==> src/rtl/cdb_pkg.sv <==
// -----------------------------------------------------------------------------
// cdb_pkg
// Shared definitions for the common data bus (CDB). The reservation stations,
// the register status table and the CDB arbiter all import this package.
//   CDB_TAG_W / CDB_DATA_W : default reservation-station tag and result widths
//   cdb_src_e              : which functional unit produced a broadcast
//   cdb_entry_t            : one queued result record {data, tag}
// -----------------------------------------------------------------------------
package cdb_pkg;

    localparam int CDB_TAG_W  = 4;
    localparam int CDB_DATA_W = 32;

    typedef enum logic {
        SRC_ADD = 1'b0,
        SRC_MUL = 1'b1
    } cdb_src_e;

    typedef struct packed {
        logic [CDB_DATA_W-1:0] data;
        logic [CDB_TAG_W-1:0]  tag;
    } cdb_entry_t;

endpackage

==> src/rtl/cdb_arbiter_if.sv <==
// -----------------------------------------------------------------------------
// cdb_arbiter_if
// Bundles the two functional-unit result handshakes and the CDB broadcast.
//   add_valid/add_tag/add_data -> add_ready   : add FU result handshake
//   mul_valid/mul_tag/mul_data -> mul_ready   : mul FU result handshake
//   cdb_valid/cdb_tag/cdb_data/cdb_src        : registered CDB broadcast
// Modports:
//   master : functional-unit / consumer side (drives results, sees the CDB)
//   slave  : arbiter side
// -----------------------------------------------------------------------------
interface cdb_arbiter_if
    import cdb_pkg::*;
#(
    parameter int TAG_W  = CDB_TAG_W,
    parameter int DATA_W = CDB_DATA_W
) ();

    logic              add_valid;
    logic [TAG_W-1:0]  add_tag;
    logic [DATA_W-1:0] add_data;
    logic              add_ready;

    logic              mul_valid;
    logic [TAG_W-1:0]  mul_tag;
    logic [DATA_W-1:0] mul_data;
    logic              mul_ready;

    logic              cdb_valid;
    logic [TAG_W-1:0]  cdb_tag;
    logic [DATA_W-1:0] cdb_data;
    cdb_src_e          cdb_src;

    modport master (
        output add_valid, add_tag, add_data,
        output mul_valid, mul_tag, mul_data,
        input  add_ready, mul_ready,
        input  cdb_valid, cdb_tag, cdb_data, cdb_src
    );

    modport slave (
        input  add_valid, add_tag, add_data,
        input  mul_valid, mul_tag, mul_data,
        output add_ready, mul_ready,
        output cdb_valid, cdb_tag, cdb_data, cdb_src
    );

endinterface

==> src/rtl/cdb_fifo.sv <==
// -----------------------------------------------------------------------------
// cdb_fifo
// Synchronous FIFO holding results waiting for the CDB. Pointers wrap
// modulo DEPTH (power of two, >= 2); occupancy is a registered count.
//   clk, reset        : clock, asynchronous active-low reset
//   push_i, data_i    : write data_i at the tail (ignored when full)
//   pop_i             : drop the head entry (ignored when empty)
//   data_o            : current head entry (meaningful only when !empty_o)
//   full_o, empty_o   : occupancy flags decoded from the registered count
// -----------------------------------------------------------------------------
module cdb_fifo #(
    parameter int DEPTH = 4,
    parameter int WIDTH = 36
) (
    input  logic             clk,
    input  logic             reset,
    input  logic             push_i,
    input  logic [WIDTH-1:0] data_i,
    input  logic             pop_i,
    output logic [WIDTH-1:0] data_o,
    output logic             full_o,
    output logic             empty_o
);

    localparam int PTR_W = $clog2(DEPTH);
    localparam int CNT_W = PTR_W + 1;

    logic [WIDTH-1:0] mem_q [DEPTH];
    logic [PTR_W-1:0] wr_ptr_q, wr_ptr_d;
    logic [PTR_W-1:0] rd_ptr_q, rd_ptr_d;
    logic [CNT_W-1:0] count_q, count_d;
    logic             push_ok, pop_ok;

    assign full_o  = (count_q == CNT_W'(DEPTH));
    assign empty_o = (count_q == '0);
    assign data_o  = mem_q[rd_ptr_q];

    assign push_ok = push_i && !full_o;
    assign pop_ok  = pop_i && !empty_o;

    // NOTE: every always_comb output gets a default first, so no path can
    // leave it unassigned and infer a latch.
    always_comb begin
        wr_ptr_d = wr_ptr_q;
        rd_ptr_d = rd_ptr_q;
        count_d  = count_q;
        if (push_ok) begin
            wr_ptr_d = wr_ptr_q + PTR_W'(1);
        end
        if (pop_ok) begin
            rd_ptr_d = rd_ptr_q + PTR_W'(1);
        end
        // Simultaneous push and pop cancel out in the count.
        count_d = count_q + CNT_W'(push_ok) - CNT_W'(pop_ok);
    end

    // NOTE: state registers use non-blocking assignments so every flop
    // samples the pre-edge values, independent of statement order.
    always_ff @(posedge clk or negedge reset) begin
        if (!reset) begin
            wr_ptr_q <= '0;
            rd_ptr_q <= '0;
            count_q  <= '0;
        end else begin
            wr_ptr_q <= wr_ptr_d;
            rd_ptr_q <= rd_ptr_d;
            count_q  <= count_d;
        end
    end

    // NOTE: the storage array is deliberately not reset; an entry is only
    // read after it has been written, because empty_o gates every pop.
    always_ff @(posedge clk) begin
        if (push_ok) begin
            mem_q[wr_ptr_q] <= data_i;
        end
    end

endmodule

==> src/rtl/cdb_arbiter.sv <==
// -----------------------------------------------------------------------------
// cdb_arbiter
// Queues add and mul functional-unit results in one FIFO each and grants one
// head per cycle onto the registered common data bus.
//   clk, reset   : clock, asynchronous active-low reset
//   bus (slave)  : add/mul valid-ready result inputs, CDB broadcast outputs
// Arbitration is round-robin between the two non-empty queues (add wins the
// first tie after reset). Defining CDB_MUL_PRIORITY_EN switches to fixed
// priority: mul whenever its queue is non-empty, add only otherwise.
// -----------------------------------------------------------------------------
module cdb_arbiter
    import cdb_pkg::*;
#(
    parameter int DEPTH  = 4,
    parameter int TAG_W  = CDB_TAG_W,
    parameter int DATA_W = CDB_DATA_W
) (
    input  logic          clk,
    input  logic          reset,
    cdb_arbiter_if.slave  bus
);

    localparam int ENTRY_W = TAG_W + DATA_W;

    logic               ready_en_q;
    logic               add_ready, mul_ready;
    logic               add_push, mul_push;
    logic               add_pop, mul_pop;
    logic               add_full, add_empty;
    logic               mul_full, mul_empty;
    logic [ENTRY_W-1:0] add_head, mul_head, grant_entry;

    logic               grant_valid;
    cdb_src_e           grant_src;
    cdb_src_e           last_grant_q, last_grant_d;

    logic               cdb_valid_q, cdb_valid_d;
    logic [TAG_W-1:0]   cdb_tag_q, cdb_tag_d;
    logic [DATA_W-1:0]  cdb_data_q, cdb_data_d;
    cdb_src_e           cdb_src_q, cdb_src_d;

    // Ready is built from registered state only: an enable that sets on the
    // first edge out of reset, and each queue's registered full flag.
    assign add_ready = ready_en_q && !add_full;
    assign mul_ready = ready_en_q && !mul_full;
    assign add_push  = bus.add_valid && add_ready;
    assign mul_push  = bus.mul_valid && mul_ready;

    cdb_fifo #(.DEPTH(DEPTH), .WIDTH(ENTRY_W)) u_add_fifo (
        .clk     (clk),
        .reset   (reset),
        .push_i  (add_push),
        .data_i  ({bus.add_data, bus.add_tag}),
        .pop_i   (add_pop),
        .data_o  (add_head),
        .full_o  (add_full),
        .empty_o (add_empty)
    );

    cdb_fifo #(.DEPTH(DEPTH), .WIDTH(ENTRY_W)) u_mul_fifo (
        .clk     (clk),
        .reset   (reset),
        .push_i  (mul_push),
        .data_i  ({bus.mul_data, bus.mul_tag}),
        .pop_i   (mul_pop),
        .data_o  (mul_head),
        .full_o  (mul_full),
        .empty_o (mul_empty)
    );

    // Grant decision looks only at registered FIFO state, so an entry pushed
    // this edge competes from the next cycle on (no bypass).
    always_comb begin
        grant_valid = 1'b0;
        grant_src   = SRC_ADD;
`ifdef CDB_MUL_PRIORITY_EN
        if (!mul_empty) begin
            grant_valid = 1'b1;
            grant_src   = SRC_MUL;
        end else if (!add_empty) begin
            grant_valid = 1'b1;
            grant_src   = SRC_ADD;
        end
`else
        if (!add_empty && !mul_empty) begin
            grant_valid = 1'b1;
            grant_src   = (last_grant_q == SRC_MUL) ? SRC_ADD : SRC_MUL;
        end else if (!add_empty) begin
            grant_valid = 1'b1;
            grant_src   = SRC_ADD;
        end else if (!mul_empty) begin
            grant_valid = 1'b1;
            grant_src   = SRC_MUL;
        end
`endif
        add_pop      = grant_valid && (grant_src == SRC_ADD);
        mul_pop      = grant_valid && (grant_src == SRC_MUL);
        last_grant_d = grant_valid ? grant_src : last_grant_q;

        // The bus is zeroed rather than left holding a stale broadcast.
        grant_entry  = (grant_src == SRC_MUL) ? mul_head : add_head;
        cdb_valid_d  = grant_valid;
        cdb_tag_d    = grant_valid ? grant_entry[TAG_W-1:0] : '0;
        cdb_data_d   = grant_valid ? grant_entry[ENTRY_W-1:TAG_W] : '0;
        cdb_src_d    = grant_valid ? grant_src : SRC_ADD;
    end

    always_ff @(posedge clk or negedge reset) begin
        if (!reset) begin
            ready_en_q   <= 1'b0;
            last_grant_q <= SRC_MUL;
            cdb_valid_q  <= 1'b0;
            cdb_tag_q    <= '0;
            cdb_data_q   <= '0;
            cdb_src_q    <= SRC_ADD;
        end else begin
            ready_en_q   <= 1'b1;
            last_grant_q <= last_grant_d;
            cdb_valid_q  <= cdb_valid_d;
            cdb_tag_q    <= cdb_tag_d;
            cdb_data_q   <= cdb_data_d;
            cdb_src_q    <= cdb_src_d;
        end
    end

    assign bus.add_ready = add_ready;
    assign bus.mul_ready = mul_ready;
    assign bus.cdb_valid = cdb_valid_q;
    assign bus.cdb_tag   = cdb_tag_q;
    assign bus.cdb_data  = cdb_data_q;
    assign bus.cdb_src   = cdb_src_q;

endmodule

==> src/flat_wrapper.sv <==
// flat-port wrapper written by rule: the top's interface ports become plain ports
module cdb_arbiter_flat import cdb_pkg::*;
#(
    parameter int DEPTH  = 4,
    parameter int TAG_W  = CDB_TAG_W,
    parameter int DATA_W = CDB_DATA_W
)
  (clk, reset, bus_add_valid, bus_add_tag, bus_add_data, bus_mul_valid, bus_mul_tag, bus_mul_data, bus_add_ready, bus_mul_ready, bus_cdb_valid, bus_cdb_tag, bus_cdb_data, bus_cdb_src);
  cdb_arbiter_if #(.TAG_W(TAG_W), .DATA_W(DATA_W)) bus_i ();
  input  logic clk;
  input  logic reset;
  input wire logic [$bits(bus_i.add_valid)-1:0] bus_add_valid;
  input wire logic [$bits(bus_i.add_tag)-1:0] bus_add_tag;
  input wire logic [$bits(bus_i.add_data)-1:0] bus_add_data;
  input wire logic [$bits(bus_i.mul_valid)-1:0] bus_mul_valid;
  input wire logic [$bits(bus_i.mul_tag)-1:0] bus_mul_tag;
  input wire logic [$bits(bus_i.mul_data)-1:0] bus_mul_data;
  output wire logic [$bits(bus_i.add_ready)-1:0] bus_add_ready;
  output wire logic [$bits(bus_i.mul_ready)-1:0] bus_mul_ready;
  output wire logic [$bits(bus_i.cdb_valid)-1:0] bus_cdb_valid;
  output wire logic [$bits(bus_i.cdb_tag)-1:0] bus_cdb_tag;
  output wire logic [$bits(bus_i.cdb_data)-1:0] bus_cdb_data;
  output wire logic [$bits(bus_i.cdb_src)-1:0] bus_cdb_src;
  assign bus_i.add_valid = bus_add_valid;
  assign bus_i.add_tag = bus_add_tag;
  assign bus_i.add_data = bus_add_data;
  assign bus_i.mul_valid = bus_mul_valid;
  assign bus_i.mul_tag = bus_mul_tag;
  assign bus_i.mul_data = bus_mul_data;
  assign bus_add_ready = bus_i.add_ready;
  assign bus_mul_ready = bus_i.mul_ready;
  assign bus_cdb_valid = bus_i.cdb_valid;
  assign bus_cdb_tag = bus_i.cdb_tag;
  assign bus_cdb_data = bus_i.cdb_data;
  assign bus_cdb_src = bus_i.cdb_src;
  cdb_arbiter #(.DEPTH(DEPTH), .TAG_W(TAG_W), .DATA_W(DATA_W)) u_core (.clk(clk), .reset(reset), .bus(bus_i));
endmodule
==> config.mk <==
export PLATFORM = sky130hd
export DESIGN_NAME = cdb_arbiter_flat
export DESIGN_NICKNAME = d
export VERILOG_FILES = /design/src/rtl/cdb_pkg.sv /design/src/rtl/cdb_arbiter_if.sv /design/src/rtl/cdb_fifo.sv /design/src/rtl/cdb_arbiter.sv /design/src/flat_wrapper.sv
export SDC_FILE = /design/constraint.sdc
export NUM_CORES = 1
export LEC_CHECK = 0
export ABC_AREA = 1
export CORE_UTILIZATION = 50
export DETAILED_ROUTE_END_ITERATION = 10
export GPL_TIMING_DRIVEN = 1
export PLACE_DENSITY = 0.72
export SLEW_MARGIN = 10
export SYNTH_ARGS = -nofsm -noshare
export SYNTH_HDL_FRONTEND = slang
export SYNTH_HIERARCHICAL = 1
export SYNTH_SLANG_ARGS = --single-unit
==> constraint.sdc <==
create_clock -name clk -period 8.5 [get_ports clk]
set_input_delay 1.7 -clock clk [delete_from_list [all_inputs] [get_ports clk]]
set_output_delay 1.7 -clock clk [all_outputs]
set_load 0.1 [all_outputs]
==> impl_summary.md <==
CTS
TritonCTS built the clock tree. The longest clock path from root to sink contains 3 buffers. The clock transition time at the flip-flop clock pins of the worst setup and hold paths is around 60 ps. CTS placed an instance of clkbuf_16 at the clock tree root. Once the clock tree was built, the setup fixing pass inserted 0 buffers. The number of buffers created by CTS is 37. The clock latency reported for the late side of the worst-skew pair is between 500 and 600 ps. The clock drives about 340 sinks. The level count of the clock H-tree is 2. The cts-stage hold buffer count is 0.

In this run, post-CTS repair resized a total of 0 instances.

Detailed routing
The final layout contains routed wiring with a total length of between 20000 and 30000 µm. In this run the remaining antenna-violating nets after routing total 0. For this block, the initial DRC count from the detailed router was ~720.

The first-pass iteration count of the detailed router is 5. The number of vias per cell after detailed routing is 4.99. The average wire per cell in the routed design is between 15 and 20 µm.

After detailed routing, the number of remaining DRC violations is 0. The routed via count is approximately 8500.

Setup path
The worst register-to-register path has a setup slack of 5570 ps. Among the stages of the critical path, the cell type that occurs most often is nor2_1. The data arrival time of the critical path is 2380 ps. Together, buffers and inverters on the worst path number 2. STA classifies the critical path endpoint as an output port.

The logic depth of the worst register-to-register path is 15. The worst register-to-register path begins at u_core/u_add_fifo/count_q[1]$_DFF_PN0_. The maximum fanout along the worst path is 4.

The worst setup path is launched from a flop. The end of the worst register-to-register path is u_core/u_add_fifo/count_q[2]$_DFF_PN0_. For this run, the slowest stage of the critical path takes around 1100 ps. Walking the worst path, the cells encountered are nor2_1 > nand2_1 > inv_1 > nor2_1 > clkdlybuf4s50_1. The data required time of the critical path is 6800 ps. The kind of cell adding the most delay to the critical path is buffers and inverters. The slowest cell on the critical path is clkdlybuf4s50_1.

The critical path in this run is classified as reg -> out.

Floorplanning
The count of boundary I/O pins is ~120. The width of the die is ~170 µm. The floorplan die area is roughly 29000 µm². Measured along the y axis, the die boundary spans 169 µm.

The row count is 60. The initial utilization of the core area, before any placement, comes to about half. After floorplanning, the core was sized to cover around 27000 µm².

Yosys
The cell count after synthesis is 1198. Counting flops with a built-in enable in the synthesized netlist gives between 200 and 300. The number of nets handed over by synthesis was between 1000 and 1500. The synthesized netlist contains 25 unique library cells.

Among all cell types in the netlist, the one instantiated most often is edfxtp_1. The most frequently used flop master after synthesis is edfxtp_1. The async set-or-reset flop fraction in the synthesized netlist is between 10% and 20%. The largest total area in the synthesized netlist belongs to edfxtp_1. Sorting the synthesized cells by how often they occur yields edfxtp_1, nand2_1, nor2_1.

Averaged over all synthesized cells, the footprint is 11.6 µm². The share of the Yosys chip area taken by registers is between 70% and 80%. The Yosys step of the flow raised 6 warnings. Summed over its instances, the top area cell type makes up between 60% and 70% of the synthesized netlist area. Yosys attributes the largest share of cell area to edfxtp_1, dfrtp_1, nand2_1. Counting flops and latches in the post-synthesis netlist gives 342. After synthesis the cells add up to between 10000 and 15000 µm².

STA
Between clock sinks in the finished design, the worst skew comes to around 12 ps. The post-route fraction of the period consumed by the critical path is 48.0%. The total count of hold-check failures in the final report is 0. Once routing completed, OpenROAD measured the worst setup slack at approximately 4400 ps. The slew at the pin with the worst max-slew slack is approximately 1200 ps. The shortest period the worst path allows is 4080 ps. Setup repair after global routing left no endpoint under its margin. The number of pins exceeding their max-slew limit in the final report came to 0. The number of setup violations in the final report is 0. The sum of negative setup slack is 0 ps. Timing would allow up to 245 MHz. The headroom to the max-slew limit is between 20% and 30%.

Place
Including well taps, the total number of placed cells is 1639. Before CTS, the worst setup slack after placement is around 4100 ps. Detailed placement finished with a half-perimeter wire length of 17100 µm. At the end of routability-driven placement, the weighted congestion stood at between 0.8 and 0.9.

The count of buffers added on input and output ports is around 120.

Layout
The proportion of layout cells with a drive suffix above 1 is under 10%. The diode insertion count for antenna repair is 0. At the end of the flow the core is filled with cells to approximately three fifths. The number of fill cells in the layout is 2046. For this run, the post-layout net count is roughly 1400. Summing all multi-input logic gate instances after layout gives between 3000 and 4000 µm².

Compared with the post-synthesis result, the final layout area differs by 19.0%. Across the whole layout, storage elements account for 10000 µm². The final cell count without fillers is ~1700.

Run
Max-cap violations in this run came to 0.

Global routing
The wire length of the first global-routing pass is ~45000 µm. Summed over all layers, the global routing overflow is 0. The all-layer global routing usage is about a fifth.

The initial antenna violation count was 0. Entering global routing, the biggest net connects 74 pins. The number of global-route vias before repair is around 8300.

Worst hold path
The path class of the tightest hold or removal check is reg -> reg. The worst hold path stage count is 2. The endpoint of the worst hold path is u_core/u_mul_fifo/rd_ptr_q[1]$_DFFE_PN0P_.

The startpoint identified for the worst hold timing path is u_core/u_mul_fifo/rd_ptr_q[1]$_DFFE_PN0P_.

Pwr
The power density over cell area is about 390 nW/µm². The total power is 6.39 mW. Summed over all cells, the static leakage comes to between 6 and 7 nW.

The maximum VDD drop is about 0.51 mV.

Outcome
The flow ran to the end, and the final reports show no timing, DRC or antenna violations.
==> state kept, by name, indices dropped and copies added, names as in the netlist, 2 cells and up <==
register	flops
u_core/bus.cdb_data	32
u_core/bus.cdb_tag	4
u_core/u_add_fifo/count_q	3
u_core/u_add_fifo/mem_q	144
u_core/u_add_fifo/rd_ptr_q	2
u_core/u_add_fifo/wr_ptr_q	2
u_core/u_mul_fifo/count_q	3
u_core/u_mul_fifo/mem_q	144
u_core/u_mul_fifo/rd_ptr_q	2
u_core/u_mul_fifo/wr_ptr_q	2
==> final cells by class <==
cell class | instances | area share (%)
Multi-Input combinational cell | 658 | 18.7
Tap cell | 372 | 2.81
Clock inverter | 16 | 0.861
Timing Repair Buffer | 122 | 7.23
Sequential cell | 342 | 60.4
Clock buffer | 52 | 6.74
Inverter | 145 | 3.29
==> routing by layer <==
metal | wire length, µm | part of all wire, % | up-vias | track usage, %
met1 | 12300 | 44 | 4054 | 28.0
met2 | 13500 | 48 | 254 | 33.3
met3 | 1650 | 5.9 | 39 | 4.12
li1 | - | - | 4179 | -
met4 | 538 | 1.9 | 0 | 5.53
met5 | 0 | 0 | - | 0
==> cells by family after synthesis <==
group | synth area share, %
and+or+nand+nor | 13.0
DFF | 71.9
AOI/OAI and AO/OA | 7.47
other | 0.0269
adders and majority gates | 1.37
buffers and inverters | 6.32
==> worst max-delay path by stage <==
stage	from	end	slack, ps	cells after the start
floorplan	bus_add_valid	u_core/u_add_fifo/mem_q[0][0]$_DFFE_PP_	4360	3
global placement	bus_mul_valid	u_core/u_mul_fifo/mem_q[3][29]$_DFFE_PP_	4290	4
detailed placement	bus_add_valid	u_core/u_add_fifo/mem_q[0][24]$_DFFE_PP_	4150	4
CTS	u_core/u_add_fifo/count_q[1]$_DFF_PN0_	bus_add_ready	4410	5
global route	u_core/u_mul_fifo/count_q[1]$_DFF_PN0_	bus_mul_ready	4320	5
finish	u_core/u_mul_fifo/count_q[1]$_DFF_PN0_	bus_mul_ready	4420	5
==> layout by cell type (no fill, tap or decap), drive strengths merged <==
cell           instances
nor3b                  2
o21ai                182
nand3b                 2
inv                  148
dfstp                  1
a21oi                  1
bufinv                 2
nand3                 44
clkdlybuf4s50        114
edfxtp               288
conb                   1
clkinvlp               2
nor2                 156
ha                    12
clkinv                 9
fa                     2
nand2                256
buf                    8
dfrtp                 53
clkbuf                52
==> worst register-to-register path: cells and delay by family (launching register included) <==
kind                       cells  cell delay, ps
DFF                            1             390
buffers and inverters          6             950
and+or+nand+nor                5             660
adders and majority gates      3             820
AOI/OAI and AO/OA              1              70
==> report_power, final <==
| group | switching [mW] | internal (mW) | total, mW |
|---|---|---|---|
| clock | 0.625 | 0.982 | 1.61 |
| sequential | 0.124 | 2.12 | 2.24 |
| combinational | 1.89 | 0.651 | 2.54 |
| total | 2.64 | 3.75 | 6.39 |
==> metrics by stage <==
step | hold slack, ps | cell area, µm²
2_1_floorplan | 461 | 13900
3_3_place_gp | 472 | 15300
3_5_place_dp | 490 | 15300
4_1_cts | 504 | 16600
5_1_grt | 526 | 16600
6_report | 502 | 16600
No activity file was read; power rests on OpenSTA's default activity.
